===== src/rtl/sipo_capture.sv =====
// sipo_capture: serial-in/parallel-out capture into a one-deep valid/ready holding register.
// Rev 1.0
`default_nettype none

module sipo_capture #(
  parameter int WIDTH = 8,
  parameter int CW    = $clog2(WIDTH)
) (
  input  logic             clk,
  input  logic             rst_n,
  input  logic             en,
  input  logic             sin,
  input  logic             msb_first,
  input  logic             clr,
  output logic [WIDTH-1:0] pout,
  output logic             pvalid,
  input  logic             pready,
  output logic [CW-1:0]    bit_cnt,
  output logic             overrun
);

  localparam logic [CW-1:0] C_LAST = CW'(WIDTH - 1);

  logic [WIDTH-1:0] sr_q, sr_d;
  logic [CW-1:0]    cnt_q, cnt_d;
  logic             ord_q, ord_d;
  logic [WIDTH-1:0] pout_q, pout_d;
  logic             pvalid_q, pvalid_d;
  logic             ovr_q, ovr_d;

  logic             w_ord;
  logic             w_last;
  logic             w_done;
  logic [WIDTH-1:0] w_shift;

  // The first bit of a word uses msb_first directly, before ord has latched it.
  assign w_ord   = (cnt_q == '0) ? msb_first : ord_q;
  assign w_shift = w_ord ? {sr_q[WIDTH-2:0], sin} : {sin, sr_q[WIDTH-1:1]};
  assign w_last  = (cnt_q == C_LAST);
  assign w_done  = en & ~clr & w_last;

  always_comb begin
    sr_d     = sr_q;
    cnt_d    = cnt_q;
    ord_d    = ord_q;
    pout_d   = pout_q;
    pvalid_d = pvalid_q;
    ovr_d    = ovr_q;

    if (clr) begin
      sr_d  = '0;
      cnt_d = '0;
      ovr_d = 1'b0;
    end else if (en) begin
      if (cnt_q == '0) ord_d = msb_first;
      if (w_last) begin
        sr_d  = '0;
        cnt_d = '0;
      end else begin
        sr_d  = w_shift;
        cnt_d = cnt_q + 1'b1;
      end
    end

    if (w_done) begin
      if (!pvalid_q || pready) begin
        pout_d   = w_shift;
        pvalid_d = 1'b1;
      end else begin
        ovr_d = 1'b1;
      end
    end else if (pvalid_q && pready) begin
      pvalid_d = 1'b0;
    end
  end

  always_ff @(posedge clk or negedge rst_n) begin
    if (!rst_n) begin
      sr_q     <= '0;
      cnt_q    <= '0;
      ord_q    <= 1'b1;
      pout_q   <= '0;
      pvalid_q <= 1'b0;
      ovr_q    <= 1'b0;
    end else begin
      sr_q     <= sr_d;
      cnt_q    <= cnt_d;
      ord_q    <= ord_d;
      pout_q   <= pout_d;
      pvalid_q <= pvalid_d;
      ovr_q    <= ovr_d;
    end
  end

  assign pout    = pout_q;
  assign pvalid  = pvalid_q;
  assign bit_cnt = cnt_q;
  assign overrun = ovr_q;

endmodule

`default_nettype wire


===== config.mk =====
export PLATFORM = sky130hd
export DESIGN_NAME = sipo_capture
export DESIGN_NICKNAME = d
export VERILOG_FILES = /design/src/rtl/sipo_capture.sv
export SDC_FILE = /design/constraint.sdc
export NUM_CORES = 1
export LEC_CHECK = 0
export CAP_MARGIN = 0
export CORE_UTILIZATION = 45
export CTS_BUF_LIST = sky130_fd_sc_hd__clkbuf_2 sky130_fd_sc_hd__clkbuf_4 sky130_fd_sc_hd__clkbuf_8
export DETAILED_ROUTE_END_ITERATION = 8
export GPL_TIMING_DRIVEN = 1
export PLACE_DENSITY = 0.8
export SLEW_MARGIN = 20
export SYNTH_ARGS = -nofsm -noshare
export SYNTH_HDL_FRONTEND = slang
export SYNTH_SLANG_ARGS = --single-unit

===== constraint.sdc =====
create_clock -name clk -period 1.8 [get_ports clk]
set_clock_uncertainty 0.15 [all_clocks]
set_input_delay 0.27 -clock clk [delete_from_list [all_inputs] [get_ports clk]]
set_output_delay 0.27 -clock clk [all_outputs]
set_load 0.01 [all_outputs]

# Word level (Yosys, flattened, before mapping)
# Index checks and enable logic that the tools add are counted.
[op_classes]
eq_ne = 2
shift = 0
div = 0
n_mux = 14
bitwise_logic = 3
add_sub_neg = 1
n_lt_le_gt_ge = 0
n_reduce_logical = 9
n_mul = 0
[op_table]
columns = ["cell", "count"]
rows = [
  ["8-bit two-way mux", 4],
  ["3-bit two-way mux", 3],
  ["1-bit two-way mux", 7],
  ["2-bit AND reduction", 3],
  ["2-bit nonzero test", 2],
  ["3-bit by 1-bit adder with 3-bit output, second input constant", 1],
  ["3-bit == test, second input constant", 1],
  ["3-bit logical NOT", 1],
  ["1-bit bitwise AND", 2],
  ["2-bit by 1-bit != test with 1-bit output, second input constant", 1],
  ["1-bit logical AND", 1],
  ["1-bit logical NOT", 1],
  ["1-bit logical OR", 1],
  ["1-bit inverter", 1],
]
[totals]
inputBits = 7
rom_bits = 0
ff_bits = 22
ramBits = 0
wordCells = 35
n_memories = 0
latchBits = 0
out_inout_bits = 13

# Logic depth before layout (Yosys ltp)
# Gate-level depths: netlist of the first run.
[depth]
depth_word = 6
mapped_depth = 7
ltp_nobuf = 6

# Worst setup path after synthesis of the first run
# OpenSTA, ideal clock, no wires.
[synth_path]
path_kind = "reg2reg"
from = "register cnt_q[0], in the netlist bit_cnt[0]"
to = "register sr_q[0]"
setup_time_ns = 0.136
arrival_time_ns = 1.573
slack_ns = -0.060
path_stages_with_launch = 7
n_path_buf = 0
required_time_ns = 1.514
synth_period_minus_slack_ns = 1.860
path_cell_list = "dfrtp_1 > inv_1 > ha_1 > nand2b_4 > mux2i_4 > mux2i_1 > o32ai_1"
[synth_via]
elab_chain_len = 6
elab_cells_between_ends = 7
classes_between = "1 x eq/ne; 5 x mux; 1 x reduce/logical"
[synth_rtl]
columns = ["element", "line_no", "source"]
rows = [
  ["start, declared", "25", "logic [CW-1:0] cnt_q, cnt_d;"],
  ["start signal, assigned", "87", "cnt_q <= cnt_d;"],
  ["3-bit logical NOT", "37", "assign w_ord = (cnt_q == '0) ? msb_first : ord_q;"],
  ["1-bit two-way mux", "--", ""],
  ["8-bit two-way mux", "38", "assign w_shift = w_ord ? {sr_q[WIDTH-2:0], sin} : {sin, sr_q[WIDTH-1:1]};"],
  ["8-bit two-way mux (*)", "56", "if (w_last) begin"],
  ["8-bit two-way mux (*)", "54", "end else if (en) begin"],
  ["8-bit two-way mux (*)", "50", "if (clr) begin"],
  ["end signal, assigned", "86", "sr_q <= sr_d;"],
  ["end, declared", "24", "logic [WIDTH-1:0] sr_q, sr_d;"],
]
# Mark *: on every way between the ends. The rest lies on a longest branch, timed or not. The select of a mux whose other input is x is not followed.
# A chain may end at the register's enable or synchronous reset.

# Worst setup path in the final report of the first run
[layout_path]
from = "register cnt_q[0], in the netlist bit_cnt[0]"
to = "register sr_q[5]"
# The elaborated chain is that of the path after synthesis.

==> qor.yml, run 1 <==
drc: 0
synth_seq_cells: 22
cts_buffer_depth: 2
yosys.cell_types.count: 23
hold_viol: 0
drt_pre_antenna_iters: 4
grt_pass1_vias: 787
dp_cells: 143
syn2layout_area_growth_pct: 45.7
relSlewSlack_pct: 81.8
cp.arrival_ps: 1860
vias_per_cell: 5.32
syn_area_um2: 1040
tns_ps: -1.46
syn-instance-count: 92
utilization_pct: 69.4
end_kind: "flip-flop"
clk_pin_slew_ps: 130
clk_latency_ps: 320
cts_buffers: 3
grt_overflow: 0
ys.warnings.count: 0
worst_slew_pin_slew_ps: 272
grt_pass1_wl_mm: 3.61
synth_top_area_cell: "dfrtp_1"
hold_path.class: "in -> async"
ctsHoldBuffers: 0
final_cell_mix: "dfrtp_1, clkdlybuf4s50_1, inv_1, nor2_1"
synth.avg_cell_area_um2: 11.3
path_class: "reg -> reg"
cp_max_fo: 8
fin_ws_ps: -1.46
regArea_um2: 552
gp_congestion: 0.761
rsz0062_at_grt: "yes"
ant_nets: 0
dieArea_um2: 2520
startpoint_type: "flip-flop"
slew_viol_final: 0
routedWlPerCell_um: 14.6
track_usage_pct: 19.7
power.density_nw_per_um2: 726
io_pins: 20
die_y_um: 50.2
ys_seq_area_share_pct: 52.9
fillers: 141
final_cells: 148
multi_input_area_um2: 544
fmax_mhz: 555
cts.sinks: 22
cts_tree: "done"
rows: 17
numPortBuffers: 19
violations: "negative setup slack"
antenna_found_initial: 0
htreeDepth: 1
max_cap_violations: 0
synth.area.top_cells: "dfrtp_1, mux2i_1, a21oi_2, o32ai_1, inv_1"
first_iter_violations: 15
drive_above_1_share_pct: 33.3
status: "complete, but fails checks"
leakagePower_nw: 0.628
mostFrequentLayoutCell: "dfrtp_1"
die_x_um: 50.2
vias: 787
cts_root_buf: "clkbuf_4"
synthesis.nets: 102
period_needed_ps: 1800
setup_violations: 1
yosysTopAreaCellShare_pct: 50.4
peakVddDrop_mv: 0.540
initial_core_util_pct: 47.6
fin_nets: 131
dpl.hpwl_mm: 1.51
timing.final.crit_share_pct: 100
core-area_um2: 2190
wl_mm: 2.16
critPathRequiredTime_ps: 1860
grt_max_degree: 23
insertedDiodeCount: 0
worst max-delay path, stage by stage, from the launching register on:
cell and delay (ps):
dfrtp_1 400, inv_1 60, ha_2 180, nand2b_4 90, mux2i_4 240, buf_12 190
mux2i_4 280, o32ai_2 110
cell families after synthesis:
| family | share of synthesized area, % |
|---|---|
| flip-flops | 52.9 |
| AO/OA/AOI/OAI | 15.7 |
| AND/OR/NAND/NOR | 9.83 |
| buffers and inverters | 6.11 |
| multiplexers | 11.9 |
| adder cells (fa/ha/maj) | 3.60 |
report_power, final:
group	internal, mW	switching (mW)	leakage (nW)
clock	0.225	0.159	0.0279
sequential	0.511	0.0134	0.302
combinational	0.107	0.0883	0.298
total	0.843	0.261	0.628
cell usage after synthesis, drive strengths merged:
master	count
nand2	2
a31oi	1
mux2i	10
a21oi	10
nand3b	1
nor2b	1
dfrtp	21
o21bai	1
o32ai	8
dfstp	1
clkbuf	3
or3	1
nor2	11
nand2b	1
inv	11
buf	2
ha	3
mux2	1
nor3	3
metal layers:
metal	share of wire, %	vias up	track usage [%]
met2	53	18	31.8
met1	42	391	24.3
li1	-	374	-
met5	0	-	0
met4	3.0	0	14.3
met3	2.1	4	2.12
final cells by class:
class | count | area share, %
Inverter | 11 | 2.72
Multi-Input combinational cell | 54 | 35.8
Clock buffer | 3 | 1.48
Clock inverter | 1 | 1.98
Sequential cell | 22 | 36.3
Timing Repair Buffer | 29 | 19.4
Tap cell | 28 | 2.30
sequential cells by signal, indices dropped and copies added, names as in the netlist:
name     flops
bit_cnt      3
overrun      1
pout         8
ord_q        1
pvalid       1
sr_q         8
worst paths after layout:
check,start,end,slack (ps),cells after the start
max in group asynchronous,rst_n,ord_q,1100,2
max,bit_cnt[0],sr_q[5],-1,7
min,rst_n,sr_q[6],120,2
min reg2reg,overrun,overrun,380,2
min in group clk,overrun,overrun,380,2
max reg2reg,bit_cnt[0],sr_q[5],-1,7
metrics by stage:
| step | worst slack, ps | hold slack [ps] | instance area, um^2 | total power, mW |
|---|---|---|---|---|
| 2_1_floorplan | 2.58 | -176 | 1050 | 0.610 |
| 4_1_cts | 1.16 | 133 | 1410 | 1.07 |
| 6_report | -1.46 | 125 | 1520 | 1.10 |
| 3_3_place_gp | 21.4 | 335 | 1340 | 0.680 |
| 5_1_grt | -64.3 | 127 | 1520 | 1.16 |
| 3_5_place_dp | -11.8 | 357 | 1340 | 0.684 |
what timing repair did:
action,in CTS,in global routing
cloned,0,0
pin swaps,0,4
endpoints found under the setup margin,4,18
resized for setup,3,18
buffers inserted,0,1
Note: power is estimated with default switching activity, not from simulation.
==> run 2, diff against run 1 <==
--- a/config.mk
+++ b/config.mk
@@ -10,7 +10,7 @@
 export CTS_BUF_LIST = sky130_fd_sc_hd__clkbuf_2 sky130_fd_sc_hd__clkbuf_4 sky130_fd_sc_hd__clkbuf_8
 export DETAILED_ROUTE_END_ITERATION = 8
 export GPL_TIMING_DRIVEN = 1
-export PLACE_DENSITY = 0.8
+export PLACE_DENSITY = 0.78
 export SLEW_MARGIN = 20
 export SYNTH_ARGS = -nofsm -noshare
 export SYNTH_HDL_FRONTEND = slang
==> constraint.sdc (replaced) <==
create_clock -name clk -period 2.3 [get_ports clk]
set_clock_uncertainty 0.15 [all_clocks]
set_input_delay 0.345 -clock clk [delete_from_list [all_inputs] [get_ports clk]]
set_output_delay 0.345 -clock clk [all_outputs]
set_load 0.01 [all_outputs]
==> run 2 against run 1 <==
The flow now finishes without violations. Via count decreased by 1.9%. Global-route usage down 2.4 points. Maximum frequency down 9.4%. Sequential share of layout area rose by 5.9 points. Register-to-register slack better by 310 ps. Die area unchanged. Count of clock-buffer cells in the layout rose by 1. Utilization decreased by 9.8 points. Sequential power down 22%. Final cell count down 4.1%. Largest cell class unchanged. Largest power group unchanged.
==> qor.yml, run 2 (same netlist as run 1, synthesis figures left out) <==
fmax_mhz: 503
cp_num_cells: 6
critical_path_buf_inv_count: 1
period_needed_ps: 1990
startpoint_type: "flip-flop"
dpl.hpwl_mm: 1.45
post-cts-setup-buffer-count: 0
cts_buffer_depth: 2
worst_hold_slack_ps: 215
die_x_um: 50.2
gp_congestion: 0.828
max_cap_violations: 0
hold_viol: 0
clk_latency_ps: 300
rsz0062_at_grt: "no"
grt_pass1_vias: 751
cp_slowest_cell: "dfrtp_1"
fin_ws_ps: 312
vias_per_cell: 5.44
finalInstanceArea_um2: 1310
peakVddDrop_mv: 0.371
dieArea_um2: 2520
insertedDiodeCount: 0
cts_resized: 0
setup_violations: 0
track_usage_pct: 17.3
drc: 0
cp_top_family: "multiplexers"
mostFrequentLayoutCell: "dfrtp_1"
initial_core_util_pct: 47.6
cp_max_fo: 8
grt_max_degree: 23
ant_nets: 0
final_cell_mix: "dfrtp_1, clkdlybuf4s50_1, inv_1, nor2_1, mux2i_1"
ctsHoldBuffers: 0
htreeDepth: 1
numPortBuffers: 19
vias: 772
antenna_found_initial: 0
path_class: "reg -> reg"
postPlaceCellArea_um2: 1280
worst_slew_pin_slew_ps: 413
grt_overflow: 0
timing.final.crit_share_pct: 86.5
clk_pin_slew_ps: 120
hold_path.class: "in -> async"
cp_slowest_stage_delay_ps: 440
drt_pre_antenna_iters: 4
cp.arrival_ps: 2020
routedWlPerCell_um: 13.5
cts_tree: "done"
drive_above_1_share_pct: 18.4
cts_buffers: 3
critPathRequiredTime_ps: 2330
end_kind: "flip-flop"
r2r_cells: 6
relSlewSlack_pct: 71.9
cts.sinks: 22
syn2layout_area_growth_pct: 25.2
tns_ps: 0
cp_cell_sequence: "inv_1 > ha_1 > nand2b_4 > mux2i_4 > mux2i_1 > o32ai_1"
slew_viol_final: 0
cts_root_buf: "clkbuf_4"
wl_mm: 1.92
grt_pass1_wl_mm: 3.26
rows: 17
place_ws_ps: 286
power.density_nw_per_um2: 535
core-area_um2: 2190
first_iter_violations: 14
utilization_pct: 59.6
io_pins: 20
die_y_um: 50.2
fin_nets: 125
leakagePower_nw: 0.563
status: "finished clean"
-- run 2: changes by cell type in the layout (fill, tap and decap cells not counted), sizes merged --
cell | before | now
clkbuf | 3 | 4
bufinv | 1 | 0
buf | 10 | 4
clkdlybuf4s50 | 17 | 19
dlymetal6s2s | 2 | 0
-- run 2: where the power goes --
part           switching (mW)  total (mW)  internal [mW]
Combinational          0.0504      0.0989         0.0486
Sequential            0.00945       0.409          0.400
Clock                   0.111       0.191         0.0795
-- run 2: final timing paths --
path	slack, ps	end	startpoint
min in group clk	360	overrun	overrun
max reg2reg	310	sr_q[5]	bit_cnt[0]
min	210	pout[5]	rst_n
max in group asynchronous	1500	ord_q	rst_n
max	310	sr_q[5]	bit_cnt[0]
min reg2reg	360	overrun	overrun
-- run 2: cell type report --
class,count,area [um^2]
multi-input cells,54,428
repair buffers,23,220
well taps,28,35.0
inverters,11,41.3
clock buffers,4,30.0
flip-flops and latches,22,552
fillers,183,885
-- run 2: routing by layer --
metal | vias to the layer above | part of all wire (%) | GRT usage (%)
li1 | 363 | - | -
met1 | 386 | 44 | 23.3
met5 | - | 0 | 0
met4 | 0 | 0.99 | 11.0
met2 | 21 | 51 | 26.0
met3 | 2 | 4.3 | 2.42
-- run 2: worst reg2reg max path, stage by stage (launching register included) --
cell	delay, ps
dfrtp_1	440
inv_1	60
ha_1	220
nand2b_4	90
mux2i_4	420
mux2i_1	360
o32ai_1	120
-- run 2: per-stage QoR --
step / instances / total power, mW
6_report: 142 / 0.699
3_5_place_dp: 138 / 0.516
3_3_place_gp: 138 / 0.513
5_1_grt: 142 / 0.731
2_1_floorplan: 92 / 0.477
4_1_cts: 142 / 0.707
